$ cat src/rtl/hazard_scoreboard.sv
// hazard_scoreboard
//   Hazard / forwarding controller that sits beside the RF (decode) stage.
//   It keeps a shift-register scoreboard of the destinations in flight in the
//   DEPTH stages below RF (entry 0 = EX, 1 = MEM, ...). From that it produces
//   per-operand forwarding selects, load-use stalls (bubble into EX), EX flag
//   forwarding and branch-flush handling.
//
//   Optional feature: define HAZARD_SCOREBOARD_STALL_CNT_EN to build a
//   saturating stall-cycle counter. When it is undefined, stall_cnt is tied to 0.
//
// Ports
//   clk          clock, all state on posedge
//   reset        synchronous, active-high
//   issue_valid  RF stage holds a valid instruction
//   src_addr     NSRC source addresses, operand i at [i*REG_W +: REG_W]
//   src_used     operand i is actually read
//   dst_addr     destination of the RF instruction
//   dst_wr       RF instruction writes dst_addr
//   dst_is_load  RF instruction is a load
//   sets_flags   RF instruction updates NZVC
//   uses_flags   RF instruction reads NZVC
//   flush        taken branch, kill the RF instruction
//   fwd_sel      per operand: 0 = register file, k+1 = result of entry k
//   flag_fwd     take flags from the live EX ALU outputs
//   stall        hold PC and IF/RF, insert a bubble into EX
//   stall_cnt    stall cycle counter

// Per-operand match against the scoreboard. The youngest matching entry wins.
module hazard_src_match #(
    parameter int REG_W      = 5,
    parameter int DEPTH      = 3,
    parameter int LOAD_STAGE = 1,
    parameter int ZERO_REG   = 31,
    parameter int SEL_W      = $clog2(DEPTH + 1)
) (
    input  logic                        used,
    input  logic [REG_W-1:0]            addr,
    input  logic [DEPTH-1:0]            ent_vld,
    input  logic [DEPTH-1:0]            ent_wr,
    input  logic [DEPTH-1:0]            ent_ld,
    input  logic [DEPTH-1:0][REG_W-1:0] ent_addr,
    output logic [SEL_W-1:0]            sel,
    output logic                        hazard
);
    always_comb begin
        sel    = '0;
        hazard = 1'b0;
        if (used && addr != REG_W'(ZERO_REG)) begin
            // Walk oldest to youngest so that the youngest match overwrites.
            for (int k = DEPTH - 1; k >= 0; k--) begin
                if (ent_vld[k] && ent_wr[k] && ent_addr[k] == addr) begin
                    sel    = SEL_W'(k + 1);
                    hazard = ent_ld[k] && (k < LOAD_STAGE);
                end
            end
        end
    end
endmodule

module hazard_scoreboard #(
    parameter int REG_W      = 5,
    parameter int NSRC       = 2,
    parameter int DEPTH      = 3,
    parameter int LOAD_STAGE = 1,
    parameter int ZERO_REG   = 31,
    parameter int CNT_W      = 16,
    parameter int SEL_W      = $clog2(DEPTH + 1)
) (
    input  logic                   clk,
    input  logic                   reset,
    input  logic                   issue_valid,
    input  logic [NSRC*REG_W-1:0]  src_addr,
    input  logic [NSRC-1:0]        src_used,
    input  logic [REG_W-1:0]       dst_addr,
    input  logic                   dst_wr,
    input  logic                   dst_is_load,
    input  logic                   sets_flags,
    input  logic                   uses_flags,
    input  logic                   flush,
    output logic [NSRC*SEL_W-1:0]  fwd_sel,
    output logic                   flag_fwd,
    output logic                   stall,
    output logic [CNT_W-1:0]       stall_cnt
);
    // Scoreboard, one bit-vector per field, index = entry.
    logic [DEPTH-1:0]            vld_pipe;
    logic [DEPTH-1:0]            wr_pipe;
    logic [DEPTH-1:0]            ld_pipe;
    logic [DEPTH-1:0]            setf_pipe;
    logic [DEPTH-1:0][REG_W-1:0] addr_pipe;

    logic [NSRC-1:0][SEL_W-1:0]  sel_raw;
    logic [NSRC-1:0]             lu_haz;

    genvar i;
    generate
        for (i = 0; i < NSRC; i++) begin : g_src
            hazard_src_match #(
                .REG_W(REG_W), .DEPTH(DEPTH), .LOAD_STAGE(LOAD_STAGE),
                .ZERO_REG(ZERO_REG), .SEL_W(SEL_W)
            ) u_match (
                .used    (src_used[i]),
                .addr    (src_addr[i*REG_W +: REG_W]),
                .ent_vld (vld_pipe),
                .ent_wr  (wr_pipe),
                .ent_ld  (ld_pipe),
                .ent_addr(addr_pipe),
                .sel     (sel_raw[i]),
                .hazard  (lu_haz[i])
            );
            // Gated by reset so a scoreboard that has not cleared yet cannot leak.
            assign fwd_sel[i*SEL_W +: SEL_W] = reset ? '0 : sel_raw[i];
        end
    endgenerate

    // Flush wins over stall: a killed instruction never waits.
    assign stall    = issue_valid & ~flush & ~reset & (|lu_haz);
    // Only the EX setter is not yet in the flag register.
    assign flag_fwd = ~reset & uses_flags & vld_pipe[0] & setf_pipe[0];

    always_ff @(posedge clk) begin
        if (reset) begin
            vld_pipe  <= '0;
            wr_pipe   <= '0;
            ld_pipe   <= '0;
            setf_pipe <= '0;
            addr_pipe <= '0;
        end else begin
            for (int k = DEPTH - 1; k >= 1; k--) begin
                vld_pipe[k]  <= vld_pipe[k-1];
                wr_pipe[k]   <= wr_pipe[k-1];
                ld_pipe[k]   <= ld_pipe[k-1];
                setf_pipe[k] <= setf_pipe[k-1];
                addr_pipe[k] <= addr_pipe[k-1];
            end
            // Stall or flush: a bubble enters EX.
            vld_pipe[0]  <= issue_valid & ~stall & ~flush;
            wr_pipe[0]   <= dst_wr;
            ld_pipe[0]   <= dst_is_load;
            setf_pipe[0] <= sets_flags;
            addr_pipe[0] <= dst_addr;
        end
    end

`ifdef HAZARD_SCOREBOARD_STALL_CNT_EN
    logic [CNT_W-1:0] cnt_q;
    always_ff @(posedge clk) begin
        if (reset)
            cnt_q <= '0;
        else if (stall && cnt_q != {CNT_W{1'b1}})
            cnt_q <= cnt_q + 1'b1;
    end
    assign stall_cnt = cnt_q;
`else
    assign stall_cnt = '0;
`endif

endmodule
$ cat config.mk
export PLATFORM = sky130hd
export DESIGN_NAME = hazard_scoreboard
export DESIGN_NICKNAME = d
export VERILOG_FILES = /design/src/rtl/hazard_scoreboard.sv
export SDC_FILE = /design/constraint.sdc
export NUM_CORES = 1
export LEC_CHECK = 0
export CORE_MARGIN = 3
export CORE_UTILIZATION = 46
export DETAILED_ROUTE_END_ITERATION = 8
export HOLD_SLACK_MARGIN = 0.03
export PLACE_DENSITY = 0.93
export SYNTH_ARGS = -nofsm -noshare
export SYNTH_HDL_FRONTEND = slang
export SYNTH_SLANG_ARGS = --single-unit
$ cat constraint.sdc
create_clock -name clk -period 3.3 [get_ports clk]
set_input_delay 0.99 -clock clk [delete_from_list [all_inputs] [get_ports clk]]
set_output_delay 0.99 -clock clk [all_outputs]
set_load 0.01 [all_outputs]
==> results.md <==
* Met1 wire length at approximately 1200 um
* P&R area growth vs syn at 38.09%
* Num CTS Buffers at 3
* CTS tree: yes
* Critical path capture point type: output port
* Place WS at -0.8984 ns
* Global route total overflow at 0
* Vias/cell at just under 5
* Status: finished with violations
* Nets at about 210
* Routed met3 length at about 200 um
* Cell variety after synth at 26
* Maxcap violations at 0
* Die area at about 3300 um^2
* Clk_skew at roughly 0.004 ns
* Pwr Density at around 320 nW/um^2
* Post-synth EDFFs at 0
* CTS H-tree lvls at 1
* Min-Delay Startpoint: ld_pipe[0]$_SDFF_PP0_
* Root buffer cell: clkbuf_4
* Hold Buf Count CTS at 0
* Total clock sinks at 23
* Syn avg cell area at about 9.5 um^2
* Final antenna diode count at 0
* Fin. max-slew vios at 0
* RSZ-0062 raised after global routing: yes
* Worst R2R Setup Slack at 1.89 ns
* Max frequency at approximately 300 MHz
* Synthesized instance count at between 100 and 150
* Row cnt at 18
* Die width at between 50 and 60 um
* First-pass GRT wire length at ~4600 um
* Core area at roughly 2500 um^2
* Clk Latency, worst-skew pair at 0.32 ns
* Vias in the first global route at between 1000 and 1500
* Largest net degree at the start of global routing at 13
* Startpoint types: input pin
* Leakage at approximately 0.75 nW
* Register bit total from synthesis at 23
* Power Total at about 0.54 mW
* Warnings from Yosys at 0
* Failing checks: setup timing
* Hold slack at ~0.43 ns
* Starting Density at between 40% and 50%
* Routed vias at between 1000 and 1500
* Predominant post-synthesis flop cell: dfxtp_1
* Initial antenna violation count at 0
* Synth Cell Area at 1229 um^2
* Fin worst setup slack at -0.05020 ns
* Share of cells above drive strength 1 at between 20 and 30%
* Remaining DRCs at 0
* GP Congestion at 0.9095
* ANT nets after route at 0
* Crit share post-route at 101.5%
* Area leader, netlist: dfxtp_1
* Final setup fails at 1
* Wirelength per Cell at 14.94 um
* Tmin final at around 3.4 ns
* DR iter-0 viols at 19
* Worst R2R Start: addr_pipe[4]$_SDFF_PP0_
* Hold worst-path end: vld_pipe[0]$_SDFF_PP0_
* Tightest Hold Check Type: flop to flop
* Finished Core Util at between 60 and 70%
* Worst Path Max Fanout at 4
* Max stage delay on crit path at 0.32 ns
* Drt total wl at 3168 um
* Reg2Reg Depth at 6
* Chip height at a little under 60 um
* Hold depth at 1
* TritonRoute pass-1 iters at 4
* Most frequent cell after synthesis: dfxtp_1
* Data arrival time of the worst path at around 2.4 ns
* Synth cell count leaders: 23 x dfxtp_1, 22 x nor2b_1, 16 x buf_4, 16 x xor2_1, 14 x xnor2_1
* Crit path cell chain: buf_6 -> xor2_1 -> nor4_2 -> nand4_1 -> buf_4 -> a2111oi_4 -> buf_2
* Synth top area cells: dfxtp_1 37%, xor2_1 11%, nor2b_1 11%
* Slowest cell on crit path: nor4_2
* Post-synthesis async set-or-reset flop share at 0%
* Crit path required time at 2.31 ns
* Number of fill cells at roughly 190
* Hold Vio Cnt, Final at 0
* Sequential element share of the synthesized area at roughly 37%
* End of the worst register-to-register path: vld_pipe[0]$_SDFF_PP0_
* Buffers on Ports at 30
* DR top layer: met4
* Peak supply drop at about 0.00035 V
* Clock Path Buffers at 2
* Top-area cell type share of the netlist area at a little under two fifths
* Clock-pin transition on the worst setup and hold timing paths at 0.12 ns
* IO Count at 47
* Final HPWL DP at around 2300 um
* Crit Path Category: input pin to output port
* GR Util All Layers at 18.53%
* Routed length on met2 at 1691 um
==> state kept, by name, indices dropped and copies added (netlist names) <==
signal,flops
vld_pipe,3
setf_pipe,1
wr_pipe,3
ld_pipe,1
addr_pipe,15
==> cell usage in the layout (no fill, tap or decap), types with 4 or more instances in the layout <==
master / instances
buf_2: 10
buf_4: 22
clkdlybuf4s50_1: 13
conb_1: 16
dfxtp_1: 23
nand2_1: 5
nand4_1: 5
nor2b_1: 22
xnor2_1: 10
xnor2_2: 4
xor2_1: 15
==> stage by stage <==
stage                     instance area (um^2)  instances    TNS [ns]
final                                     1697        212    -0.05020
after global routing                      1697        212     -0.1602
after floorplan                           1285        145           0
after CTS                                 1657        210  -0.0009746
after detailed placement                  1608        202      -4.150
after global placement                    1608        202      -3.634
==> logic make-up after synthesis <==
| group | after synthesis | synth area share (%) |
|---|---|---|
| AND/OR/NAND/NOR | 49 | 25.76 |
| AO/OA/AOI/OAI | 7 | 4.073 |
| buffers and inverters | 20 | 11.00 |
| other | 1 | 0.3052 |
| XOR/XNOR | 30 | 21.38 |
| flip-flops | 23 | 37.47 |
==> how the worst max path moves through the flow <==
| stage | from | end | depth (start not counted) |
|---|---|---|---|
| floorplan | src_addr[9] | fwd_sel[3] | 4 |
| global placement | src_addr[9] | fwd_sel[3] | 6 |
| detailed placement | src_addr[9] | fwd_sel[3] | 6 |
| CTS | reset | flag_fwd | 5 |
| global route | src_addr[5] | fwd_sel[3] | 7 |
| finish | src_addr[5] | fwd_sel[3] | 7 |
==> layer usage <==
metal  vias up  global-route usage, %
li1        500                      -
met1       497                  21.00
met2        41                  30.97
met3         8                  4.009
met4         0                  12.58
met5         -                      0
==> final cells by class <==
| class | instances | area [um^2] | area share, % |
|---|---|---|---|
| tap | 30 | 37.54 | 2.212 |
| inverter | 2 | 7.507 | 0.4425 |
| timing repair buffer | 51 | 405.4 | 23.89 |
| sequential | 23 | 460.4 | 27.14 |
| multi-input combinational | 102 | 759.5 | 44.76 |
| clock buffer | 4 | 26.28 | 1.549 |
==> where the power goes <==
part | internal [mW] | total, mW | switching (mW) | leakage [nW]
clock network | 0.0474 | 0.129 | 0.0820 | 0.0150
logic | 0.0603 | 0.115 | 0.0544 | 0.549
registers | 0.289 | 0.299 | 0.0103 | 0.189
total | 0.397 | 0.543 | 0.147 | 0.753
==> worst max-delay path, delay by kind of cell <==
family                    cells  cell delay [ns]
AOI/OAI and AO/OA             1             0.26
xor gates and xnor gates      1             0.16
buffers and inverters         3             0.47
and+or+nand+nor               2             0.48
==> what timing repair did <==
| item | in CTS | in global routing |
|---|---|---|
| gates resized for setup | 66 | 12 |
| pin swaps | 16 | 12 |
| buffers inserted | 4 | 2 |
| endpoints found under the setup margin | 6 | 6 |
Power figures use the tool's default switching activity.
